File: src/rtl/clb_pkg.sv
`default_nettype none
// ----------------------------------------------------------------------------
// Module      : clb_pkg
// Description : Shared types and config-field layout helpers for the CLB
//               cluster (state encoding, per-BLE field offsets, chain sizes).
// Revision    : 1.0 - initial release
// ----------------------------------------------------------------------------
package clb_pkg;

  // Load state machine encoding
  typedef enum logic [1:0] {
    ST_UNCFG = 2'd0,
    ST_LOAD  = 2'd1,
    ST_READY = 2'd2,
    ST_ERROR = 2'd3
  } clb_state_e;

  // Bits in one BLE config field: truth table, three flags, K selectors
  function automatic int ble_bits(input int k, input int sel_w);
    return (1 << k) + 3 + k * sel_w;
  endfunction

  // Total scan-chain length for a cluster of n BLEs
  function automatic int cfg_bits(input int n, input int k, input int sel_w);
    return n * ble_bits(k, sel_w);
  endfunction

  // Offsets inside one BLE field, LSB first
  function automatic int off_truth();
    return 0;
  endfunction

  function automatic int off_reg_sel(input int k);
    return (1 << k);
  endfunction

  function automatic int off_init_val(input int k);
    return (1 << k) + 1;
  endfunction

  function automatic int off_ce_sel(input int k);
    return (1 << k) + 2;
  endfunction

  function automatic int off_sel(input int k, input int sel_w, input int j);
    return (1 << k) + 3 + j * sel_w;
  endfunction

endpackage : clb_pkg
`default_nettype wire

File: src/rtl/clb_ble.sv
`default_nettype none
// ----------------------------------------------------------------------------
// Module      : clb_ble
// Description : Basic logic element: K-input LUT, optional flip-flop with
//               config-time init value and selectable clock enable.
// Revision    : 1.0 - initial release
// ----------------------------------------------------------------------------
module clb_ble #(
  parameter int K = 4
) (
  input  logic              clk,
  input  logic              reset,
  input  logic              cfg_en,
  input  logic              ready,
  input  logic              ce,
  input  logic [2**K-1:0]   truth,
  input  logic              reg_sel,
  input  logic              init_val,
  input  logic              ce_sel,
  input  logic [K-1:0]      lin,
  output logic              q,
  output logic              out
);

  logic r_q;
  logic w_lut;

  // LUT lookup: lin[0] is the address LSB
  assign w_lut = truth[lin];

  // FF: reset, then config preload, then hold while not configured, then ce gating
  always_ff @(posedge clk) begin
    if (reset) begin
      r_q <= 1'b0;
    end else if (cfg_en) begin
      r_q <= init_val;
    end else if (!ready) begin
      r_q <= r_q;
    end else if (ce_sel && !ce) begin
      r_q <= r_q;
    end else begin
      r_q <= w_lut;
    end
  end

  assign q   = r_q;
  assign out = ready ? (reg_sel ? r_q : w_lut) : 1'b0;

endmodule : clb_ble
`default_nettype wire

File: src/rtl/clb_cluster.sv
`default_nettype none
// ----------------------------------------------------------------------------
// Module      : clb_cluster
// Description : Configurable logic block cluster: N BLEs with input-select
//               muxes over cluster inputs and local FF feedback, loaded
//               through a daisy-chainable serial scan chain.
// Revision    : 1.0 - initial release
// ----------------------------------------------------------------------------
module clb_cluster
  import clb_pkg::*;
#(
  parameter int K = 4,
  parameter int N = 4,
  parameter int I = 10
) (
  input  logic          clk,
  input  logic          reset,
  input  logic          cfg_en,
  input  logic          cfg_in,
  output logic          cfg_out,
  input  logic          ce,
  input  logic [I-1:0]  in,
  output logic [N-1:0]  out,
  output logic          cfg_done,
  output logic          cfg_err
);

  localparam int SEL_W    = $clog2(I + N);
  localparam int BLE_BITS = ble_bits(K, SEL_W);
  localparam int CFG_BITS = cfg_bits(N, K, SEL_W);
  localparam int CNT_W    = $clog2(CFG_BITS + 1);

  localparam logic [CNT_W-1:0] c_CNT_FULL = CNT_W'(CFG_BITS);
  localparam logic [SEL_W:0]   c_SRC_CNT  = (SEL_W + 1)'(I + N);

  logic [CFG_BITS-1:0] r_chain;
  logic [CNT_W-1:0]    r_cnt;
  clb_state_e          r_state;
  clb_state_e          w_state_nxt;
  logic [N-1:0]        w_q;
  logic [I+N-1:0]      w_src;
  logic                w_ready;

  // Scan chain: new bits enter at the MSB, chain[0] spills to the next cluster
  always_ff @(posedge clk) begin
    if (reset) begin
      r_chain <= '0;
    end else if (cfg_en) begin
      r_chain <= {cfg_in, r_chain[CFG_BITS-1:1]};
    end
  end

  assign cfg_out = r_chain[0];

  // Load counter: restarts at 1 on entry to LOAD, saturates at the chain length
  always_ff @(posedge clk) begin
    if (reset) begin
      r_cnt <= '0;
    end else if (cfg_en) begin
      if (r_state != ST_LOAD) begin
        r_cnt <= CNT_W'(1);
      end else if (r_cnt != c_CNT_FULL) begin
        r_cnt <= r_cnt + CNT_W'(1);
      end
    end
  end

  // FSM state register
  always_ff @(posedge clk) begin
    if (reset) begin
      r_state <= ST_UNCFG;
    end else begin
      r_state <= w_state_nxt;
    end
  end

  // FSM next state: any shift enters LOAD; end of a load checks the bit count
  always_comb begin
    w_state_nxt = r_state;
    if (cfg_en) begin
      w_state_nxt = ST_LOAD;
    end else if (r_state == ST_LOAD) begin
      w_state_nxt = (r_cnt == c_CNT_FULL) ? ST_READY : ST_ERROR;
    end
  end

  assign w_ready  = (r_state == ST_READY);
  assign cfg_done = w_ready;
  assign cfg_err  = (r_state == ST_ERROR);

  // Select sources: cluster inputs first, then registered BLE feedback
  assign w_src = {w_q, in};

  for (genvar b = 0; b < N; b++) begin : g_ble
    localparam int BASE = b * BLE_BITS;

    logic [2**K-1:0] w_truth;
    logic [K-1:0]    w_lin;
    logic            w_init_nxt;

    assign w_truth = r_chain[BASE + off_truth() +: 2**K];

    // The FF preloads from the bit that lands in the init_val slot on this
    // shift, so after the final shift it already holds the final init value.
    assign w_init_nxt = r_chain[BASE + off_ce_sel(K)];

    for (genvar j = 0; j < K; j++) begin : g_sel
      logic [SEL_W-1:0] w_sel;
      assign w_sel    = r_chain[BASE + off_sel(K, SEL_W, j) +: SEL_W];
      assign w_lin[j] = ({1'b0, w_sel} < c_SRC_CNT) ? w_src[w_sel] : 1'b0;
    end

    clb_ble #(
      .K (K)
    ) u_ble (
      .clk      (clk),
      .reset    (reset),
      .cfg_en   (cfg_en),
      .ready    (w_ready),
      .ce       (ce),
      .truth    (w_truth),
      .reg_sel  (r_chain[BASE + off_reg_sel(K)]),
      .init_val (w_init_nxt),
      .ce_sel   (r_chain[BASE + off_ce_sel(K)]),
      .lin      (w_lin),
      .q        (w_q[b]),
      .out      (out[b])
    );
  end

endmodule : clb_cluster
`default_nettype wire

File: config.mk
export PLATFORM = sky130hd
export DESIGN_NAME = clb_cluster
export DESIGN_NICKNAME = d
export VERILOG_FILES = /design/src/rtl/clb_pkg.sv /design/src/rtl/clb_ble.sv /design/src/rtl/clb_cluster.sv
export SDC_FILE = /design/constraint.sdc
export NUM_CORES = 1
export LEC_CHECK = 0
export BUFFER_PORTS_ARGS = -buffer_cell sky130_fd_sc_hd__clkbuf_2
export CORE_ASPECT_RATIO = 0.6
export CORE_MARGIN = 2
export CORE_UTILIZATION = 35
export DETAILED_ROUTE_END_ITERATION = 8
export PLACE_DENSITY = 0.62
export SYNTH_ARGS = -nofsm -noshare
export SYNTH_HDL_FRONTEND = slang
export SYNTH_SLANG_ARGS = --single-unit
export TNS_END_PERCENT = 50
File: constraint.sdc
create_clock -name clk -period 3.45 [get_ports clk]
set_input_delay 0.1725 -clock clk [delete_from_list [all_inputs] [get_ports clk]]
set_output_delay 0.1725 -clock clk [all_outputs]
set_load 0.02 [all_outputs]
==> reports/results.tsv <==
metric	value	unit
Post-DRT Antenna Nets	0	
vias in the first global route	5872	
reg2reg path depth	7	
Die Wd	206	µm
grt ovf	0	
most common flop cell mapped by yosys	dfxtp_1	
row count	44	
critical path's slowest cell	mux4_2	
YS warnings	0	
drt first pass iters	5	
final WL	20000	µm
Synthesized Nets	865	
largest net degree at the start of global routing	96	
post-synth cell types	50	
Die ar.	25700	µm²
skew final	0.00675	ns
max_cap viols	0	
critical path's most frequent cell	mux4_2	
status	finished, final reports clean	
Async S/R FF share, synth	0	%
top post-synthesis cells by area	dfxtp_1 (36%), mux2i_1 (21%), mux4_2 (12%), nor2_1 (6.9%), clkbuf_1 (1.9%)	
wire length per cell	17.1	µm
Starting Density	35.5	%
hold path depth	2	
CTS tree	built	
CP Data Required Time	3.28	ns
ant diodes	0	
Non-Filler Instances	1167	
CORE AREA	24100	µm²
fillers	2293	
Worst VDD drop	0.269	mV
Tot GR Track Use	15.9	%
Post-Route Utilization	39.9	%
Synth area leader	dfxtp_1	
worst hold path class	in -> reg	
Slew @ Worst Pin	0.840	ns
Critical Path AT	3.17	ns
Max H-tree Level	4	
Routability Congestion	0.791	
Avg Cell Area, Syn	10.1	µm²
worst skew pair latency	0.43	ns
RSZ-0062 raised after global routing	true	
cell area after placement	8850	µm²
Critical Setup Path Class	reg -> out	
CP max FO	8	
most common cell after layout, fill and taps aside	mux2i_1	
Setup WS pre-CTS	0.310	ns
Seq/Total Area, Yosys	36.1	%
CTS buffer count	17	
Fin. Hold Viols	0	
Ports	22	
Period minus WS final	3.34	ns
dpl hpwl	12800	µm
Period Utilization, post-route	96.8	%
final setup fails	0	
Pwr Density	424	nW/µm²
height of the die	125	µm
Reg clk slew, reported paths	0.06	ns
worst setup margin	0.112	ns
Worst Setup Start Kind	register	
P&R area growth vs syn	12.2	%
slew margin rel.	44.0	%
Iteration-0 DRC Markers	568	
crit-path cells	mux2_1 > mux4_2 > o22ai_4 > a21oi_1 > mux4_2 > nand3b_4 > a221oi_2 > clkbuf_2	
TritonCTS Sinks	154	
synthesized area	8550	µm²
Syn Inst Count	848	
Final Cell Area	9590	µm²
f_max	0.300	GHz
Vias/cell	5.41	
Nets	852	
DRC	0	
clk root buf	clkbuf_16	
Critical Path End Type	primary output	
fin. max-slew vios	0	
initial antenna violation count	0	
leakage	3.61	nW
vias	6316	
first-pass GRT wire length	32500	µm
layout cells sized above 1	17.6	%
port bufs	21	
Clock Path Buffers	2	
overall power	4.07	mW
Post-synth EDFFs	0	
post-synth top area share	36.1	%
flops & latches, synth	154	
DP Cell Count	1132	
commonest cells after routing, fill and taps aside	mux2i_1 (183), nor2_1 (158), dfxtp_1 (143)	
CP peak stage delay	0.54	ns
[routing by layer]
layer	track usage [%]	vias up	routed length (µm)
met5	0	-	0
li1	-	3067	-
met2	20.8	156	7930
met4	5.63	0	255
met1	25.2	3073	10700
met3	3.05	20	1100
[cell usage after synthesis, types with 2 or more instances]
cell type  count
mux2_1        14
nand3b_1       4
or2b_1         3
nand2_1       13
o21ai_0       18
a21o_1         2
o22a_1         7
nand4_1        4
a31oi_1       13
clkbuf_1      44
mux2i_1      183
o211ai_1       5
o221ai_1       2
buf_6          6
inv_1         17
nand2b_1      12
a2111oi_0      9
a21oi_2        3
mux4_2        45
nand3_1        2
xor2_1         2
nand3b_4       3
dfxtp_1      154
ha_1           2
nor3_1         4
nor2b_1       17
a211oi_1      14
a22oi_1        2
a31o_2         2
or3_1          7
mux2_2         6
a21oi_1       27
buf_1         15
a22o_1         3
and2_1         3
nor2_1       158
o22ai_2        3
a221oi_2       3
buf_4          4
a311oi_1       3
[metrics by stage]
| stage | hold slack, ns | setup TNS [ns] |
|---|---|---|
| final | 0.298 | 0 |
| after global routing | 0.340 | -0.0131 |
| after CTS | 0.311 | 0 |
| after detailed placement | 0.419 | 0 |
| after global placement | 0.412 | 0 |
| after floorplan | 0.320 | 0 |
[area by class of cell]
cell class,instances,area (µm²),area share (%)
Clock inverter,7,116,1.21
Inverter,17,63.8,0.666
Sequential cell,154,3100,32.3
Clock buffer,22,474,4.95
Multi-Input combinational cell,608,5160,53.8
Timing Repair Buffer,37,273,2.84
Tap cell,322,403,4.20
[sequential cells by signal (all words and copies together), names as in the netlist]
register and flops:
g_ble.u_ble.q 4, r_chain 140, r_state 2, r_cnt 8
[worst max-delay path, delay by kind of cell (launching register included)]
family / cells / cell delay [ns]
AOI/OAI and AO/OA: 3 / 0.60
buffers and inverters: 1 / 0.21
DFF: 1 / 0.42
muxes: 3 / 1.34
and+or+nand+nor: 1 / 0.17
[timing repair]
action	CTS	global route
endpoints found under the setup margin	4	4
hold buffers	1	0
cloned	0	2
buffers inserted	0	3
endpoints found under the hold margin	1	0
gates resized for setup	10	19
pin swaps	2	4
[power by group]
group / switching (mW) / total, mW / leakage (nW) / internal [mW]
clock network: 0.734 / 1.92 / 0.288 / 1.18
registers: 0.0127 / 1.80 / 1.25 / 1.78
logic: 0.207 / 0.354 / 2.08 / 0.147
total: 0.954 / 4.07 / 3.61 / 3.11
[worst paths after layout]
path / start / to / slack [ns]
hold / removal: reset / r_chain[87] / 0.30
setup reg to reg: r_chain[55] / g_ble[1].u_ble.q / 0.82
hold reg to reg: r_chain[122] / r_chain[121] / 0.50
setup / recovery: r_chain[55] / out[1] / 0.11
[cells by family after synthesis]
logic type	count (synthesis)	synth area share [%]
adders and majority gates	2	0.293
AOI/OAI and AO/OA	119	9.91
muxes	250	36.3
and+or+nand+nor	233	12.6
DFF	154	36.1
xor gates and xnor gates	2	0.205
buffers and inverters	88	4.60
No activity file was read; power rests on OpenSTA's default activity.
